File: src/rtl/universal_shift_register.sv
// Multi-mode shift register: parallel load, LSR/LSL/ASR/ROR single steps,
// and an auto-sequenced burst of N shifts with a busy/done handshake.
module universal_shift_register #(
    parameter int                 WIDTH     = 8,
    parameter int                 CNT_W     = 4,
    parameter logic [WIDTH-1:0]   RESET_VAL = '0
) (
    input  logic             clk,
    input  logic             reset_n,
    input  logic             load_n,
    input  logic [WIDTH-1:0] load_val,
    input  logic [1:0]       mode,
    input  logic             serial_in,
    input  logic             shift,
    input  logic             start,
    input  logic [CNT_W-1:0] count,
    output logic [WIDTH-1:0] q,
    output logic             serial_out,
    output logic             busy,
    output logic             done
);

    localparam logic [0:0] IDLE  = 1'b0;
    localparam logic [0:0] BURST = 1'b1;

    localparam logic [1:0] M_LSR = 2'b00;
    localparam logic [1:0] M_LSL = 2'b01;
    localparam logic [1:0] M_ASR = 2'b10;

    logic [0:0]       state_q, state_d;
    logic [1:0]       burst_mode_q, burst_mode_d;
    logic [CNT_W-1:0] remaining_q, remaining_d;
    logic [WIDTH-1:0] q_q, q_d;
    logic             so_q, so_d;
    logic             busy_q, busy_d;
    logic             done_q, done_d;

    // Returns {bit shifted out, new register value}.
    function automatic logic [WIDTH:0] do_shift(input logic [1:0] m,
                                                input logic [WIDTH-1:0] v,
                                                input logic si);
        case (m)
            M_LSR:   do_shift = {v[0], si, v[WIDTH-1:1]};
            M_LSL:   do_shift = {v[WIDTH-1], v[WIDTH-2:0], si};
            M_ASR:   do_shift = {v[0], v[WIDTH-1], v[WIDTH-1:1]};
            default: do_shift = {v[0], v[0], v[WIDTH-1:1]};
        endcase
    endfunction

    always_comb begin
        state_d      = state_q;
        burst_mode_d = burst_mode_q;
        remaining_d  = remaining_q;
        q_d          = q_q;
        so_d         = so_q;
        busy_d       = busy_q;
        done_d       = 1'b0;
        if (!load_n) begin
            // A load always wins and silently aborts any burst in flight.
            q_d         = load_val;
            state_d     = IDLE;
            busy_d      = 1'b0;
            remaining_d = '0;
        end else if (state_q == IDLE) begin
            if (start) begin
                burst_mode_d = mode;
                remaining_d  = count;
                if (count != '0) begin
                    state_d = BURST;
                    busy_d  = 1'b1;
                end else begin
                    done_d = 1'b1;
                end
            end else if (shift) begin
                {so_d, q_d} = do_shift(mode, q_q, serial_in);
            end
        end else begin
            {so_d, q_d} = do_shift(burst_mode_q, q_q, serial_in);
            remaining_d = remaining_q - CNT_W'(1);
            if (remaining_q == CNT_W'(1)) begin
                state_d = IDLE;
                busy_d  = 1'b0;
                done_d  = 1'b1;
            end
        end
    end

    always_ff @(posedge clk or negedge reset_n) begin
        if (!reset_n) begin
            state_q      <= IDLE;
            burst_mode_q <= 2'b00;
            remaining_q  <= '0;
            q_q          <= RESET_VAL;
            so_q         <= 1'b0;
            busy_q       <= 1'b0;
            done_q       <= 1'b0;
        end else begin
            state_q      <= state_d;
            burst_mode_q <= burst_mode_d;
            remaining_q  <= remaining_d;
            q_q          <= q_d;
            so_q         <= so_d;
            busy_q       <= busy_d;
            done_q       <= done_d;
        end
    end

    assign q          = q_q;
    assign serial_out = so_q;
    assign busy       = busy_q;
    assign done       = done_q;

endmodule

File: config.mk
export PLATFORM = sky130hd
export DESIGN_NAME = universal_shift_register
export DESIGN_NICKNAME = d
export VERILOG_FILES = /design/src/rtl/universal_shift_register.sv
export SDC_FILE = /design/constraint.sdc
export NUM_CORES = 1
export LEC_CHECK = 0
export ABC_AREA = 1
export BUFFER_PORTS_ARGS = -buffer_cell sky130_fd_sc_hd__buf_2
export CORE_ASPECT_RATIO = 1.75
export CORE_MARGIN = 10
export CORE_UTILIZATION = 55
export DETAILED_ROUTE_END_ITERATION = 8
export GPL_ROUTABILITY_DRIVEN = 0
export PLACE_DENSITY_LB_ADDON = 0.15
export SETUP_SLACK_MARGIN = 0.4
export SYNTH_ARGS = -nofsm -noshare
export SYNTH_HDL_FRONTEND = slang
export SYNTH_SLANG_ARGS = --single-unit
File: constraint.sdc
create_clock -name clk -period 2.6 [get_ports clk]
set_clock_uncertainty 0.2 [all_clocks]
set_input_delay 0.13 -clock clk [delete_from_list [all_inputs] [get_ports clk]]
set_output_delay 0.13 -clock clk [all_outputs]
set_load 0.005 [all_outputs]
Yosys cells after proc, flatten, opt, wreduce, memory -nomap -nowiden

Cells that the tools add are included.

$add $sub $neg: 1
Equality and inequality tests: 13
Multiplexer cells: 27
Bitwise gates (word level): 1
Reductions and logical operators: 9

Operators by type and width:

| cell                  | count |
|---|---|
| $pmux W9 S3           | 2 |
| $mux W8               | 4 |
| $mux W1               | 18 |
| $mux W4               | 3 |
| $ne A3 B1 Y1 const B  | 3 |
| $reduce_and A3 Y1     | 3 |
| $ne A3 B2 Y1 const B  | 2 |
| $ne A3 B3 Y1 const B  | 2 |
| $eq A2 B1 Y1 const B  | 2 |
| $eq A2 B2 Y1 const B  | 2 |
| $eq A4 B1 Y1 const B  | 1 |
| $logic_not A2 Y1      | 2 |
| $reduce_and A4 Y1     | 1 |
| $reduce_bool A4 Y1    | 1 |
| $sub A4 B1 Y4 const B | 1 |
| $ne A2 B1 Y1 const B  | 1 |
| $reduce_and A2 Y1     | 1 |
| $reduce_bool A2 Y1    | 1 |
| $not A1 Y1            | 1 |

Register bits: 18
Bits of input ports: 20
Word-level logic and storage cells: 59

Logic depth before layout (Yosys ltp)

Gate-level depths: netlist (run 1).

Word-level depth: 6
Gate-level depth with buffers: 9
Depth with buffers taken out: 8

Least setup slack after synthesis (run 1)

No wires, ideal clock.

Path kind: register to register
Start: register burst_mode_q[1]
End: register q_q[3] (netlist: q[3])
Setup time: 113 ps
Data arrival time: 1008 ps
Path slack: 1279 ps
Stages on the path, launching flop included: 8
Period minus slack after synthesis: 1321 ps
Cells stage by stage: dfrtp_1 inv_1 nand2_1 buf_2 o211ai_1 nand3_1 nand2_1 inv_1

Longest elaborated chain between the ends: 4

Ends and longest elaborated chain:

| item                                 | RTL line | RTL |
|---|---|---|
| start: declaration                   | 31       | `logic [1:0] burst_mode_q, burst_mode_d;` |
| start signal: assignment             | 99       | `burst_mode_q <= burst_mode_d;` |
| $eq A2 B2 Y1 (tied with other cells) | 42       | `case (m)` |
| $pmux W9 S3 (*)                      | 42       |  |
| $mux W8 (*)                          | 64       | `end else if (state_q == IDLE) begin` |
| $mux W8 (*)                          | 58       | `if (!load_n) begin` |
| end signal: assignment               | 101      | `q_q <= q_d;` |
| end: declaration                     | 33       | `logic [WIDTH-1:0] q_q, q_d;` |

Mark *: on every way between the ends. The rest lies on a longest branch, timed or not.
A chain may end at the register's enable or synchronous reset.

Worst setup path after layout (run 1)

Start: register burst_mode_q[1]
End: register q_q[4] (netlist: q[4])

Same word-level chain as after synthesis.

==> reports/qor.yml, run 1 <==
reg2reg_depth: 8
grt_setup_unrepaired: "no"
track_usage: 0.153
cts_tree: "done"
port_buffers: 30
maxSlewHeadroom: 0.699
path_depth: 8
ff2ff_setup_slack_ns: 0.87
hold_start: "load_val[1]"
root_buffer: "clkbuf_8"
postCtsSetupBuffers: 0
critical_path_class: "reg -> reg"
async_flop_share: 1.00
syn-instance-count: 202
ios: 31
synth_edf_count: 0
synth-compound-area-share: 0.134
yosys_warnings: 0
clk_pin_slew_ns: 0.08
rr_endpoint: "q[4]"
totalWireLength_um: 3580
clk_path_buf_depth: 2
routed-wl-met2_um: 1930
synth-adder-area-share: 0.0189
die_w_um: 57.1
num_rows: 23
critPathRequiredTime_ns: 2.56
h-tree-depth: 1
numCtsBuffers: 3
period_minus_slack_ns: 1.73
maxSlewViolCount: 0
drtPass1Iterations: 4
post_route_cells_drive_above_1_share: 0.181
syn_area_per_cell_um2: 6.57
synth_top_area_frac: 0.339
finalNonFillerCells: 262
tightest_slew_ns: 0.451
ys.flop_type: "dfrtp_1"
fin_setup_tns_ns: 0
die_area_mm2: 0.00486
gr-total-overflow: 0
drc: 0
first_iter_violations: 53
start_util: 0.577
p_per_area_mw_per_mm2: 629
placedCellCount: 252
core_mm2: 0.00230
path_delay_family: "simple AND/OR/NAND/NOR gates"
syn-cell-area_mm2: 0.00133
synth_top_cell_by_area: "dfrtp_1"
fmax_ghz: 0.577
grt_max_degree: 19
whs_ns: 0.0246
path_buf_inv: 3
crit_end: "q[4]"
cts-resized-gates: 0
antenna_found_initial: 0
top_layer: "met4"
grt_first_pass_wirelength_um: 6220
cp-start-kind: "flop"
die_h_um: 85.0
finalSetupViolCount: 0
yosysUniqueCellTypes: 23
cp_slowest_stage_delay_ns: 0.36
wl_met3_um: 233
worstPathArrival_ns: 1.69
status: "finished, final reports clean"
num_antenna_cells: 0
slowest_stage: "dfrtp_1"
ant_nets: 0
cp_max_fo: 13
max-cap-violations: 0
endpoint_kind: "flop"
final_nets: 260
min_period_over_period: 0.667
synth_area_leaders: "dfrtp_1 (34%), nand2_1 (20%), nand3_1 (10%)"
synth_xor_area_frac: 0
synthTopCellsByCount: "nand2_1 (69), inv_1 (32), nand3_1 (27)"
grt_pass1_vias: 1544
ys_seq_area_frac: 0.339
hp-class: "in -> reg"
synth_nets: 224
path_cells: "inv_1 -> nand2_1 -> inv_1 -> nand2_1 -> nand3_1 -> nand3_1 -> nand2_1 -> inv_1"
hold_violations: 0
vias: 1450
yosys.area_share.simple: 0.367
p_leak_nw: 0.890
synth_top_family_by_area: "simple AND/OR/NAND/NOR gates"
r2r_start: "burst_mode_q[1]"
viasPerCell: 5.53
area_delta_synth_final_pct: 18.5
insertion_delay_ns: 0.27
wl_met1_um: 1320
cp-startpoint: "burst_mode_q[1]"
ys_ff_latch: 18
peakVddDrop_v: 0.000393
place_hpwl_um: 2790
wl_per_cell_um: 13.6
synth_mux_area_frac: 0
cts.sinks: 18
synth.most_common_cell: "nand2_1"
[layer usage]
metal,GRT usage,vias up
li1,-,717
met1,0.149,673
met2,0.273,49
met3,0.0433,11
met4,0.0901,0
met5,0,-
[how the worst min path moves through the flow]
stage	to	slack [ns]	cells after the start
2_1_floorplan	burst_mode_q[0]	-0.37	0
3_3_place_gp	q[1]	-0.11	1
3_5_place_dp	q[0]	-0.11	1
4_1_cts	q[1]	0.02	5
5_1_grt	q[3]	0.04	5
6_report	q[1]	0.02	5
[timing repair]
action | in CTS | in global routing
endpoints found under the hold margin | 23 | 0
endpoints found under the setup margin | 0 | 0
hold buffers | 6 | 0
[flip-flops by register name, summed over array words and instances (netlist names)]
name / count
burst_mode_q: 2
busy: 1
done: 1
q: 8
remaining_q: 4
serial_out: 1
state_q: 1
[placed cells by master (no fill, tap or decap), types with 2 or more instances in the layout]
cell type,count
nand2_4,2
nand3_1,27
a21oi_1,6
clkbuf_8,4
buf_2,30
a22oi_1,2
nand2_1,69
o22ai_1,2
ha_1,2
inv_1,32
dlygate4sd3_1,6
o21ai_0,11
nand2_2,2
nor2_1,9
inv_4,2
dfrtp_1,18
o211ai_1,8
[area by class of cell]
cell class	instances	area, µm²
Timing Repair Buffer	36	210
Multi-Input combinational cell	144	689
Fill cell	198	729
Inverter	35	136
Tap cell	25	31.3
Clock buffer	4	55.1
Sequential cell	18	450
[stage by stage]
step           utilization  cell area, µm²  total power (W)  setup WS [ns]
5_1_grt              0.683            1570          0.00106          0.707
3_5_place_dp         0.633            1460         0.000746          0.893
2_1_floorplan            -            1330         0.000631           1.28
3_3_place_gp         0.633            1460         0.000734          0.985
6_report             0.683            1570         0.000989          0.866
4_1_cts              0.683            1570         0.000989          0.876
[worst register-to-register path: stages (launching register included)]
cell	delay (ns)
dfrtp_1	0.36
inv_1	0.12
nand2_1	0.30
inv_1	0.28
nand2_1	0.08
nand3_1	0.09
nand3_1	0.08
nand2_1	0.07
inv_1	0.03
[cells by family (layout without fill, tap and decap cells)]
| kind of cell | count (synthesis) | after routing |
|---|---|---|
| flops | 18 | 18 |
| compound gates | 30 | 30 |
| buf+inv | 40 | 75 |
| fa+ha+maj | 2 | 2 |
| simple gates | 112 | 112 |
[power by group]
group / total [W] / switching, W / internal, W
Sequential: 0.000380 / 0.0000443 / 0.000335
Combinational: 0.000368 / 0.000232 / 0.000137
Clock: 0.000241 / 0.000106 / 0.000135
Note: power is estimated with default switching activity, not from simulation.
==> inputs of run 2 (changes only) <==
Settings changed: CORE_UTILIZATION 55 to 48.
Clock period 2.6 ns to 1.4 ns, I/O delays scaled along.
==> reports/qor.yml, run 2 (synthesis results as in run 1) <==
cp_max_fo: 5
whs_ns: -0.0854
crit_end: "q[0]"
hold_violations: 12
most-common-layout-cells: "nand2_1 (63), buf_2 (29), inv_1 (25), nand3_1 (25), dfrtp_1 (16)"
p_seq_frac: 0.352
ios: 31
die_h_um: 89.6
clk_path_buf_depth: 2
die_area_mm2: 0.00535
final_nets: 274
num_antenna_cells: 0
holdPathStages: 5
drc: 0
holdBufCountCts: 3
cts.sinks: 18
p_sw_w: 0.000771
place_hpwl_um: 2850
grt_first_pass_wirelength_um: 6360
fill_cells: 251
p_leak_nw: 0.976
status: "finished, violations left"
antenna_found_initial: 0
port_buffers: 30
violations: "hold timing"
critical_path_class: "reg -> reg"
multi_input_area_um2: 781
viasPerCell: 5.26
area_delta_synth_final_pct: 36.1
register_area_um2: 453
utilization: 0.672
critPathRequiredTime_ns: 1.40
ff2ff_setup_slack_ns: 0.03
grt_pass1_vias: 1505
vias: 1463
die_w_um: 59.8
finalNonFillerCells: 278
numCtsBuffers: 3
worstPathArrival_ns: 1.37
hp-class: "in -> reg"
totalWireLength_um: 3840
peakVddDrop_v: 0.000785
maxSlewHeadroom: 0.706
placedCellCount: 262
root_buffer: "clkbuf_8"
p_sw_frac: 0.380
track_usage: 0.150
wl_per_cell_um: 13.8
num_rows: 25
cts_tree: "done"
cp-startpoint: "state_q"
finalSetupViolCount: 0
rr_endpoint: "q[0]"
period_minus_slack_ns: 1.37
endpoint_kind: "flop"
post_route_cells_drive_above_1_share: 0.327
drtPass1Iterations: 4
largest_reg_flops: 8
fmax_ghz: 0.732
tightest_slew_ns: 0.441
h-tree-depth: 1
p_per_area_mw_per_mm2: 1120
intPower_w: 0.00126
layout_commonest_cell: "nand2_1"
max-cap-violations: 0
maxSlewViolCount: 0
core_mm2: 0.00269
start_util: 0.493
clk_pin_slew_ns: 0.07
ant_nets: 0
r2r_start: "state_q"
clockPowerShare: 0.216
reg2reg_depth: 7
min_period_over_period: 0.975
insertion_delay_ns: 0.26
grt_setup_unrepaired: "yes"
pwr-share-comb: 0.433
gr-total-overflow: 0
first_iter_violations: 35
cp-start-kind: "flop"
grt_max_degree: 19
## run 2: cell types whose count changed in the layout (fill, tap and decap cells not counted), sizes merged
| cell | change |
|---|---|
| buf | +16 |
| dlygate4sd3 | -3 |
| clkinvlp | +1 |
## run 2: critical path, cell delays in order, from the launching register on
cell        delay (ns)
dfrtp_2           0.46
nor2_4            0.21
nand2_4           0.11
clkinvlp_4        0.13
a21oi_1           0.05
nand3_1           0.06
nand2_1           0.05
inv_1             0.04
## run 2: cell type report
class,count,share of cell area
Multi-Input combinational cell,144,0.432
Clock buffer,4,0.0305
Timing Repair Buffer,49,0.183
Timing Repair inverter,1,0.00416
Tap cell,27,0.0187
Sequential cell,18,0.251
Inverter,35,0.0810
## run 2: how the worst min path moves through the flow
stage / start / endpoint
finish: load_val[0] / q[0]
global route: load_val[0] / q[0]
CTS: load_val[2] / q[2]
detailed placement: reset_n / q[1]
global placement: reset_n / q[0]
floorplan: reset_n / burst_mode_q[0]
## run 2: through the flow
step | cell area (µm²) | hold WS [ns] | worst slack [ns] | total power (W) | TNS, ns
6_report | 1810 | -0.0854 | 0.0348 | 0.00203 | 0
5_1_grt | 1810 | -0.0739 | -0.0521 | 0.00219 | -0.372
4_1_cts | 1740 | -0.0918 | 0.0618 | 0.00199 | 0
3_5_place_dp | 1580 | -0.159 | -0.00339 | 0.00147 | -0.00351
3_3_place_gp | 1580 | -0.164 | 0.0113 | 0.00146 | 0
2_1_floorplan | 1380 | -0.426 | 0.132 | 0.00122 | 0
## run 2: routing by layer
layer / wire length (µm) / up-vias / part of all wire / GRT usage
li1: - / 744 / - / -
met1: 1280 / 664 / 0.33 / 0.137
met2: 2200 / 45 / 0.57 / 0.287
met3: 272 / 10 / 0.071 / 0.0408
met4: 87 / 0 / 0.023 / 0.0717
met5: 0 / - / 0 / 0
## run 2: power by group through the flow
| stage | clock network (W) | registers (W) | logic (W) |
|---|---|---|---|
| after global routing | 0.000463 | 0.000732 | 0.000999 |
| after floorplan | 0 | 0.000714 | 0.000508 |
| final | 0.000438 | 0.000714 | 0.000878 |
| after CTS | 0.000450 | 0.000713 | 0.000830 |
| after global placement | 0 | 0.000715 | 0.000746 |
| after detailed placement | 0 | 0.000717 | 0.000753 |
## run 2: repair_timing
item,CTS,global route
endpoints found under the setup margin,29,29
endpoints found under the hold margin,32,6
resized for setup,18,10
cloned,1,0
setup buffers,4,4
pin swaps,1,3
==> inputs of run 3 (changes only) <==
Settings changed: CORE_ASPECT_RATIO 1.75 to default.
==> reports/qor.yml, run 3 (synthesis results as in run 1) <==
path_delay_family: "flip-flops"
slowest_stage: "dfrtp_2"
worstPathArrival_ns: 1.44
num_antenna_cells: 0
ios: 31
clk_pin_slew_ns: 0.11
cts.sinks: 18
first_iter_violations: 120
hold_start: "load_val[2]"
path_depth: 6
place_hpwl_um: 2790
cp_max_fo: 6
numCtsBuffers: 3
holdBufCountCts: 6
layout_commonest_cell: "nand2_1"
fill_cells: 258
cp-start-kind: "flop"
dp_slack_ns: -0.00578
status: "finished, violations left"
most-common-layout-cells: "nand2_1 (64), buf_2 (30), nand3_1 (26)"
start_util: 0.490
p_per_area_mw_per_mm2: 1070
violations: "hold timing"
min_period_over_period: 0.995
finalPower_w: 0.00190
grt_max_degree: 19
post_route_cells_drive_above_1_share: 0.310
grt_pass1_vias: 1475
port_buffers: 30
track_usage: 0.149
core_mm2: 0.00271
maxSlewHeadroom: 0.714
peakVddDrop_v: 0.000815
p_leak_nw: 0.967
clk_path_buf_depth: 2
fin_setup_tns_ns: 0
cp-startpoint: "state_q"
whs_ns: -0.140
cts_tree: "done"
r2r_start: "state_q"
maxSlewViolCount: 0
num_rows: 19
gr-total-overflow: 0
holdPathStages: 5
reg2reg_depth: 6
finalSetupViolCount: 0
multi_input_area_um2: 779
endpoint_kind: "flop"
die_h_um: 72.6
totalWireLength_um: 3850
critical_path_class: "reg -> reg"
hold_violations: 11
grt_first_pass_wirelength_um: 6530
drc: 0
vias: 1484
path_buf_inv: 1
hp-class: "in -> reg"
placed_area_mm2: 0.00156
final_nets: 275
largest_reg_flops: 8
max-cap-violations: 0
insertion_delay_ns: 0.31
crit_top_cell: "nor2_1"
path_cells: "nor2_4 -> buf_4 -> nand3_1 -> nand2_1 -> nor2_1 -> nor2_1"
fin_ws_ns: 0.00649
root_buffer: "clkbuf_4"
die_w_um: 72.6
cp_slowest_stage_delay_ns: 0.49
antenna_found_initial: 0
ant_nets: 0
drtPass1Iterations: 5
fmax_ghz: 0.718
wl_per_cell_um: 13.6
register_area_um2: 452
stdcell_area_mm2: 0.00178
critPathRequiredTime_ns: 1.45
tightest_slew_ns: 0.430
die_area_mm2: 0.00527
viasPerCell: 5.24
h-tree-depth: 1
grt_setup_unrepaired: "yes"
period_minus_slack_ns: 1.39
area_delta_synth_final_pct: 34.0
[run 3: cell count changes in the layout (fill, tap and decap cells not counted), moves of 2 or more]
cell	previous run	this run
clkbuf_8	4	1
dlygate4sd3_1	3	6
clkbuf_4	0	3
inv_2	5	7
[run 3: routing by layer]
metal / wire (µm) / up-vias / track usage
li1: - / 742 / -
met1: 1670 / 687 / 0.181
met2: 1840 / 50 / 0.250
met3: 301 / 5 / 0.0408
met4: 42 / 0 / 0.0464
met5: 0 / - / 0
[run 3: through the flow]
step | instances | utilization
after floorplan | 202 | -
after global placement | 264 | 0.574
after detailed placement | 264 | 0.574
after CTS | 281 | 0.641
after global routing | 283 | 0.657
final | 283 | 0.657
[run 3: final timing paths]
kind | to | slack [ns]
min in group asynchronous | busy | 0.02
min reg2reg | remaining_q[2] | 0.30
max in group asynchronous | state_q | 0.66
min | q[2] | -0.14
max reg2reg | q[7] | 0.006
max | q[7] | 0.006
[run 3: worst reg2reg max path: cells and delay by family (launching register included)]
family / cells / cell delay [ns]
DFF: 1 / 0.49
and+or+nand+nor: 5 / 0.47
buffers and inverters: 1 / 0.19
[run 3: final cells by class]
| type | count | share of cell area |
|---|---|---|
| timing repair inverter | 1 | 0.00422 |
| clock buffer | 4 | 0.0204 |
| tap | 31 | 0.0218 |
| timing repair buffer | 50 | 0.184 |
| sequential | 18 | 0.254 |
| multi-input combinational | 144 | 0.438 |
| inverter | 35 | 0.0781 |
[run 3: timing repair]
action / in CTS / in global routing
buffers inserted: 6 / 2
endpoints found under the hold margin: 35 / 10
gates resized for setup: 14 / 8
endpoints found under the setup margin: 29 / 29
cloned: 1 / 0
pin swaps: 5 / 3
[run 3: power by group]
group	internal (W)	switching, W	total, W
Clock	0.000159	0.000179	0.000338
Combinational	0.000351	0.000495	0.000846
Sequential	0.000623	0.0000885	0.000711
